$ cat src/rtl/operand_resolver_pkg.sv
// rtl/operand_resolver_pkg.sv - register numbers, addressing modes, formats and FSM states for operand_resolver
package operand_resolver_pkg;

  localparam logic [3:0] REG_PC  = 4'd0;
  localparam logic [3:0] REG_SP  = 4'd1;
  localparam logic [3:0] REG_CG1 = 4'd2;
  localparam logic [3:0] REG_CG2 = 4'd3;

  typedef enum logic [1:0] {
    AM_REGISTER              = 2'b00,
    AM_INDEXED               = 2'b01,
    AM_INDIRECT              = 2'b10,
    AM_INDIRECT_AUTOINCREMENT = 2'b11
  } addrMode_e;

  typedef enum logic [1:0] {
    FMT_NONE      = 2'd0,
    FMT_TWO_OP    = 2'd1,
    FMT_SINGLE_OP = 2'd2,
    FMT_JUMP      = 2'd3
  } fmt_e;

  typedef enum logic [1:0] {
    ST_IDLE    = 2'd0,
    ST_SRC_EXT = 2'd1,
    ST_DST_EXT = 2'd2,
    ST_DONE    = 2'd3
  } state_e;

  function automatic fmt_e decodeFormat(input logic [15:0] w);
    if (w[15:14] != 2'b00) return FMT_TWO_OP;
    if (w[15:10] == 6'b000100) return FMT_SINGLE_OP;
    if (w[15:13] == 3'b001) return FMT_JUMP;
    return FMT_NONE;
  endfunction

endpackage

$ cat src/rtl/operand_resolver_cg_const_decode.sv
// rtl/operand_resolver_cg_const_decode.sv - combinational CG1/CG2 constant and extension-need decode
module cg_const_decode
  import operand_resolver_pkg::*;
#(
  parameter int DATA_W = 16
) (
  input  logic [3:0]        srcA,
  input  addrMode_e         as,
  input  logic [3:0]        dstA,
  input  logic              ad,
  input  logic              bw,
  input  fmt_e              fmt,
  output logic [DATA_W-1:0] srcConst,
  output logic              srcGen,
  output logic              dstGen,
  output logic              srcExt,
  output logic              dstExt
);

  always_comb begin
    srcConst = '0;
    srcGen   = 1'b0;
    srcExt   = 1'b0;
    dstGen   = 1'b0;
    dstExt   = 1'b0;
    if (fmt == FMT_TWO_OP || fmt == FMT_SINGLE_OP) begin
      // R2 indexed is absolute addressing: generator supplies base 0, word still fetched
      if (srcA == REG_CG1) begin
        unique case (as)
          AM_INDEXED:                srcGen = 1'b1;
          AM_INDIRECT:               begin srcGen = 1'b1; srcConst = DATA_W'(4); end
          AM_INDIRECT_AUTOINCREMENT: begin srcGen = 1'b1; srcConst = DATA_W'(8); end
          default:                   srcGen = 1'b0;
        endcase
      end else if (srcA == REG_CG2) begin
        srcGen = 1'b1;
        unique case (as)
          AM_REGISTER:               srcConst = DATA_W'(0);
          AM_INDEXED:                srcConst = DATA_W'(1);
          AM_INDIRECT:               srcConst = DATA_W'(2);
          AM_INDIRECT_AUTOINCREMENT: srcConst = bw ? DATA_W'(8'hFF) : '1;
        endcase
      end
      srcExt = (as == AM_INDEXED && srcA != REG_CG2) ||
               (as == AM_INDIRECT_AUTOINCREMENT && srcA == REG_PC);
    end
    if (fmt == FMT_TWO_OP) begin
      dstGen = (dstA == REG_CG1 && ad) || (dstA == REG_CG2 && !ad);
      dstExt = ad && (dstA != REG_CG2);
    end
  end

endmodule

$ cat src/rtl/operand_resolver.sv
// rtl/operand_resolver.sv - operand bundle sequencer with extension-word fetch
// Optional statistics counters: OPERAND_RESOLVER_STATS_EN
module operand_resolver
  import operand_resolver_pkg::*;
#(
  parameter int DATA_W = 16
) (
  input  logic              clk,
  input  logic              rst_n,
  input  logic              flush,
  input  logic              in_valid,
  output logic              in_ready,
  input  logic [15:0]       iw,
  output logic              ext_req,
  input  logic              ext_ack,
  input  logic [15:0]       ext_word,
  output logic              out_valid,
  input  logic              out_ready,
  output logic [DATA_W-1:0] src_val,
  output logic [15:0]       dst_ext_val,
  output logic              src_gen,
  output logic              dst_gen,
  output logic [1:0]        ext_count,
  output logic [15:0]       cg_hits,
  output logic [15:0]       ext_fetches
);

  state_e            state;
  fmt_e              fmt;
  logic [3:0]        srcReg;
  logic [DATA_W-1:0] srcConst;
  logic              srcGen, dstGen, srcExt, dstExt;
  logic              dstExtPending;

  assign fmt    = decodeFormat(iw);
  assign srcReg = (fmt == FMT_TWO_OP) ? iw[11:8] : iw[3:0];

  cg_const_decode #(.DATA_W(DATA_W)) uDecode (
    .srcA     (srcReg),
    .as       (addrMode_e'(iw[5:4])),
    .dstA     (iw[3:0]),
    .ad       (iw[7]),
    .bw       (iw[6]),
    .fmt      (fmt),
    .srcConst (srcConst),
    .srcGen   (srcGen),
    .dstGen   (dstGen),
    .srcExt   (srcExt),
    .dstExt   (dstExt)
  );

  always_ff @(posedge clk or negedge rst_n) begin
    if (!rst_n) begin
      state         <= ST_IDLE;
      in_ready      <= 1'b1;
      ext_req       <= 1'b0;
      out_valid     <= 1'b0;
      src_val       <= '0;
      dst_ext_val   <= '0;
      src_gen       <= 1'b0;
      dst_gen       <= 1'b0;
      ext_count     <= '0;
      dstExtPending <= 1'b0;
    end else if (flush) begin
      state     <= ST_IDLE;
      in_ready  <= 1'b1;
      ext_req   <= 1'b0;
      out_valid <= 1'b0;
    end else begin
      unique case (state)
        ST_IDLE: if (in_valid) begin
          src_val       <= srcConst;
          src_gen       <= srcGen;
          dst_gen       <= dstGen;
          dst_ext_val   <= '0;
          ext_count     <= '0;
          dstExtPending <= dstExt;
          in_ready      <= 1'b0;
          if (srcExt) begin
            state   <= ST_SRC_EXT;
            ext_req <= 1'b1;
          end else if (dstExt) begin
            state   <= ST_DST_EXT;
            ext_req <= 1'b1;
          end else begin
            state     <= ST_DONE;
            out_valid <= 1'b1;
          end
        end
        ST_SRC_EXT: if (ext_ack) begin
          src_val   <= DATA_W'(ext_word);
          ext_count <= ext_count + 2'd1;
          if (dstExtPending) begin
            state <= ST_DST_EXT;
          end else begin
            state     <= ST_DONE;
            ext_req   <= 1'b0;
            out_valid <= 1'b1;
          end
        end
        ST_DST_EXT: if (ext_ack) begin
          dst_ext_val <= ext_word;
          ext_count   <= ext_count + 2'd1;
          state       <= ST_DONE;
          ext_req     <= 1'b0;
          out_valid   <= 1'b1;
        end
        ST_DONE: if (out_ready) begin
          state     <= ST_IDLE;
          out_valid <= 1'b0;
          in_ready  <= 1'b1;
        end
      endcase
    end
  end

`ifdef OPERAND_RESOLVER_STATS_EN
  logic [15:0] cgHitsQ, extFetchesQ;
  logic        bundleTaken, wordTaken;

  assign bundleTaken = (state == ST_DONE) && out_ready && !flush && (src_gen || dst_gen);
  assign wordTaken   = (state == ST_SRC_EXT || state == ST_DST_EXT) && ext_ack && !flush;

  always_ff @(posedge clk or negedge rst_n) begin
    if (!rst_n) begin
      cgHitsQ     <= '0;
      extFetchesQ <= '0;
    end else begin
      if (bundleTaken && cgHitsQ != 16'hFFFF) cgHitsQ <= cgHitsQ + 16'd1;
      if (wordTaken && extFetchesQ != 16'hFFFF) extFetchesQ <= extFetchesQ + 16'd1;
    end
  end

  assign cg_hits     = cgHitsQ;
  assign ext_fetches = extFetchesQ;
`else
  assign cg_hits     = '0;
  assign ext_fetches = '0;
`endif

endmodule

$ cat config.mk
export PLATFORM = sky130hd
export DESIGN_NAME = operand_resolver
export DESIGN_NICKNAME = d
export VERILOG_FILES = /design/src/rtl/operand_resolver_pkg.sv /design/src/rtl/operand_resolver_cg_const_decode.sv /design/src/rtl/operand_resolver.sv
export SDC_FILE = /design/constraint.sdc
export NUM_CORES = 1
export LEC_CHECK = 0
export BUFFER_PORTS_ARGS = -buffer_cell sky130_fd_sc_hd__buf_2
export CORE_UTILIZATION = 44
export DETAILED_ROUTE_END_ITERATION = 10
export PLACE_DENSITY = 0.71
export SYNTH_ARGS = -nofsm -noshare
export SYNTH_HDL_FRONTEND = slang
export SYNTH_SLANG_ARGS = --single-unit
$ cat constraint.sdc
create_clock -name clk -period 4.9 [get_ports clk]
set_input_delay 0.245 -clock clk [delete_from_list [all_inputs] [get_ports clk]]
set_output_delay 0.245 -clock clk [all_outputs]
set_load 0.01 [all_outputs]
==> run summary <==
The slowest stage of the critical path belongs to the cell sky130_fd_sc_hd__a211oi_4. On the worst path, the slowest cell contributes a delay of 0.91 ns. The most used flip-flop cell after synthesis is sky130_fd_sc_hd__dfrtp_1.

The max-capacitance violation count came out at 0. The share of synthesized flip-flops with an asynchronous set or reset was 100%. After layout, the worst path uses 54.5% of the clock period.

Launching instance or port of the critical path: state[1]. For the worst setup path, the data arrival time is 2.80 ns. The mean instance size in the synthesized netlist is 8.90 um2. Overall power consumption after layout is estimated at 1.66 mW. The number of hold violations in the final report is 0, and the share of cells above drive strength 1 is 29.3%.

The share of the Yosys chip area taken by registers is 43.1%. Measured along the x axis, the die boundary spans 76.5 um. The post-DP HPWL is 4010 um. The total die area was 5850 um2; the relative slew slack was 24.3%. The area share of the largest cell type after synthesis is 42.1%. After detailed routing, the number of remaining DRC violations is 0. At the end of the flow, the number of nets in the layout was 386. The maximum ir drop on the vdd rail is 226 uV.

Data on the critical path is required at its endpoint by 5.03 ns. TritonCTS built the clock tree. The residual overflow from global routing was 0; the count of warnings emitted by yosys was 0. For this design the top-level I/O count stands at 109. The max-slew violation count is 0, and the static leakage power is 1.39 nW.

STA classifies the critical path startpoint as a flop. The floorplan step set the die height to 76.5 um. The worst hold-check slack was 0.0701 ns. The number of non-filler instances in the completed layout was 415; the count of port buffers added during placement was 76. Number of antenna diodes: 0.

The first-pass iteration count of the detailed router came out at 5. The tightest min-delay check is of the input pin to async pin type. The routed wirelength normalized by instance count came out at 12.9 um. The critical path goes through inv_1, ha_1, nor2_1, a211oi_4, a21oi_1. The measured slew at the worst slew-check pin was 1.13 ns. The number of enable-type register cells in the synthesized netlist works out to 0. The maximum fanout along the worst path works out to 32.

The count of mapped cells out of synthesis came out at 274. The category of the critical setup timing path was flop to flop. The congestion estimate from routability-driven global placement came to 0.900. In this run the number of H-tree levels came out at 2.

The logs give 0 for the number of antenna violations at the first check in global routing and 46 for the count of different cell masters after synthesis. The run gives 0.374 GHz as the achievable frequency. After floorplanning, the core was sized to cover 5240 um2. For the number of resized instances in the post-cts repair step, the log shows 0.

The kind of end point of the critical path was a flop. After detailed routing, the number of vias per cell comes to 4.93. The depth of the most critical reg-to-reg path works out to 5.

Setup repair after global routing left no endpoint under its margin. Hold repair after CTS inserted 0 buffers. Once detail routing completed, the nets flagged for antenna violations numbered 0.

Counting I/O delays and the setup requirement, the final critical path takes 2.67 ns. Setup violations remaining at the end of the flow were counted as 0. TritonCTS created 5 clock buffers.

For the post-synthesis cell area, the log shows 2440 um2. Once the floorplan was initialized, standard cells occupied 46.6% of the core. Yosys attributes the largest share of cell area to sky130_fd_sc_hd__dfrtp_1 (42%), sky130_fd_sc_hd__buf_4 (9.8%), sky130_fd_sc_hd__a21oi_1 (7.4%). The register-to-register setup slack is 2.23 ns. The clock transition at the registers of the reported paths is 0.08 ns, and the final non-filler cell area is 2860 um2. The power per standard cell area is 581 nW/um2. The tree is rooted in a sky130_fd_sc_hd__clkbuf_8. The worst-case clock skew was 0.00295 ns. Buffers added to address setup during post-CTS repair amount to 0. For the starting DRC count in detailed routing, the log shows 138. The first global-routing pass estimated 9050 um of wire. Sum of negative setup slack: 0 ns. The tools report the clock latency of the later-clocked register in the worst-skew pair as 0.30 ns. Global routing used 19.5% of the available tracks. The pin count of the biggest net entering global routing is 43. The number of global-route vias before repair is 1843, and the total placed cells including tap cells is 407. After detailed routing, the total wire length is 5350 um. The number of filler cells placed in the layout is 493. The synthesized design spends more area on one cell type than any other, namely sky130_fd_sc_hd__dfrtp_1.

The startpoint of the worst register-to-register path is state[1]. The flow ran to the end, and the final reports show no timing, DRC or antenna violations. The floorplan has 26 rows.

The multi-input combinational cells in the finished layout cover a total of 1140 um2. The placed instances occupy a cell area of 2750 um2. Relative to the synthesized area, the layout overhead comes to 17.2%. The detailed router placed 2048 vias in this run. The TritonCTS sink count was 42; the post-synthesis sequential element count was 42. The clock passes through at most 2 buffers. Across the whole layout, storage elements account for 1050 um2. In this run the critical register-to-register path is captured at src_val[4].
-- power breakdown --
| group | leakage [nW] | switching, mW | internal [mW] |
|---|---|---|---|
| clock network | 0.0585 | 0.125 | 0.153 |
| registers | 0.532 | 0.0942 | 0.518 |
| logic | 0.803 | 0.465 | 0.307 |
| total | 1.39 | 0.684 | 0.978 |
-- state kept, by name (all words and copies together), names as in the netlist --
| name | flops |
|---|---|
| dst_gen | 1 |
| ext_count | 2 |
| out_valid | 1 |
| state | 2 |
| dstExtPending | 1 |
| src_gen | 1 |
| ext_req | 1 |
| in_ready | 1 |
| dst_ext_val | 16 |
| src_val | 16 |
-- kinds of logic (layout without fill, tap and decap cells) --
| family | after synthesis | count (layout) | synth area share (%) |
|---|---|---|---|
| muxes | 7 | 7 | 3.23 |
| other | 1 | 32 | 0.154 |
| adders and majority gates | 4 | 4 | 2.05 |
| AOI/OAI and AO/OA | 73 | 73 | 19.1 |
| and+or+nand+nor | 79 | 79 | 16.4 |
| xor gates and xnor gates | 2 | 2 | 0.718 |
| buffers and inverters | 66 | 106 | 15.2 |
| DFF | 42 | 42 | 43.1 |
-- worst max path at each step --
stage	slack (ns)	to	cells after the start
after detailed placement	2.27	src_val[15]	5
after global placement	2.33	src_val[9]	5
final	2.23	src_val[4]	5
after floorplan	3.04	src_val[0]	9
after CTS	2.22	src_val[4]	5
after global routing	1.87	src_val[14]	6
-- through the flow --
step	setup WS, ns	util, %
after floorplan	3.04	-
after global placement	2.33	52.5
after detailed placement	2.27	52.5
after CTS	2.22	54.6
after global routing	1.87	54.6
final	2.23	54.6
-- critical path, delay by kind of cell, from the launching register on --
| kind | cells | cell delay, ns |
|---|---|---|
| AOI/OAI and AO/OA | 2 | 1.07 |
| adders and majority gates | 1 | 0.74 |
| buffers and inverters | 1 | 0.09 |
| DFF | 1 | 0.42 |
| and+or+nand+nor | 1 | 0.18 |
-- routing by layer --
metal | global-route usage [%] | part of all wire [%] | up-vias
met4 | 6.73 | 1.6 | 0
met1 | 27.6 | 46 | 953
li1 | - | - | 1003
met5 | 0 | 0 | -
met2 | 28.6 | 46 | 83
met3 | 5.39 | 6.6 | 9
-- synthesized netlist by cell type, types with 2 or more instances --
library cell,instances
sky130_fd_sc_hd__a211oi_2,2
sky130_fd_sc_hd__a21oi_1,36
sky130_fd_sc_hd__xnor2_1,2
sky130_fd_sc_hd__mux2i_1,3
sky130_fd_sc_hd__ha_1,4
sky130_fd_sc_hd__nand2b_1,4
sky130_fd_sc_hd__clkbuf_1,11
sky130_fd_sc_hd__buf_4,32
sky130_fd_sc_hd__mux2_2,3
sky130_fd_sc_hd__nor3_1,5
sky130_fd_sc_hd__nand2_1,10
sky130_fd_sc_hd__buf_2,2
sky130_fd_sc_hd__nand3_1,19
sky130_fd_sc_hd__inv_1,21
sky130_fd_sc_hd__nor2_1,27
sky130_fd_sc_hd__nor2b_1,2
sky130_fd_sc_hd__o41ai_2,2
sky130_fd_sc_hd__dfrtp_1,41
sky130_fd_sc_hd__o21ai_0,18
sky130_fd_sc_hd__nor3b_1,4
-- cell type report --
cell class                 instances  area share (%)
sequential                        42            36.8
tap                               70            3.06
clock buffer                       5            2.41
multi-input combinational        197            39.9
timing repair buffer              77            13.6
inverter                          21            2.76
clock inverter                     3            1.53
-- placed cells by master (no fill, tap or decap), types with 2 or more instances in the layout --
master	netlist	final
sky130_fd_sc_hd__xnor2_1	2	2
sky130_fd_sc_hd__mux2i_1	3	3
sky130_fd_sc_hd__nor2b_1	2	2
sky130_fd_sc_hd__nor3b_1	4	4
sky130_fd_sc_hd__o21ai_0	18	18
sky130_fd_sc_hd__nand3_1	19	19
sky130_fd_sc_hd__inv_1	21	21
sky130_fd_sc_hd__clkbuf_8	0	5
sky130_fd_sc_hd__dfrtp_1	41	41
sky130_fd_sc_hd__nor3_1	5	5
sky130_fd_sc_hd__a21oi_1	36	36
sky130_fd_sc_hd__ha_1	4	4
sky130_fd_sc_hd__nand2b_1	4	4
sky130_fd_sc_hd__o41ai_2	2	2
sky130_fd_sc_hd__buf_2	2	76
sky130_fd_sc_hd__conb_1	1	32
sky130_fd_sc_hd__mux2_2	3	3
sky130_fd_sc_hd__nor2_1	27	27
sky130_fd_sc_hd__nand2_1	10	10
No activity file was read; power rests on OpenSTA's default activity.
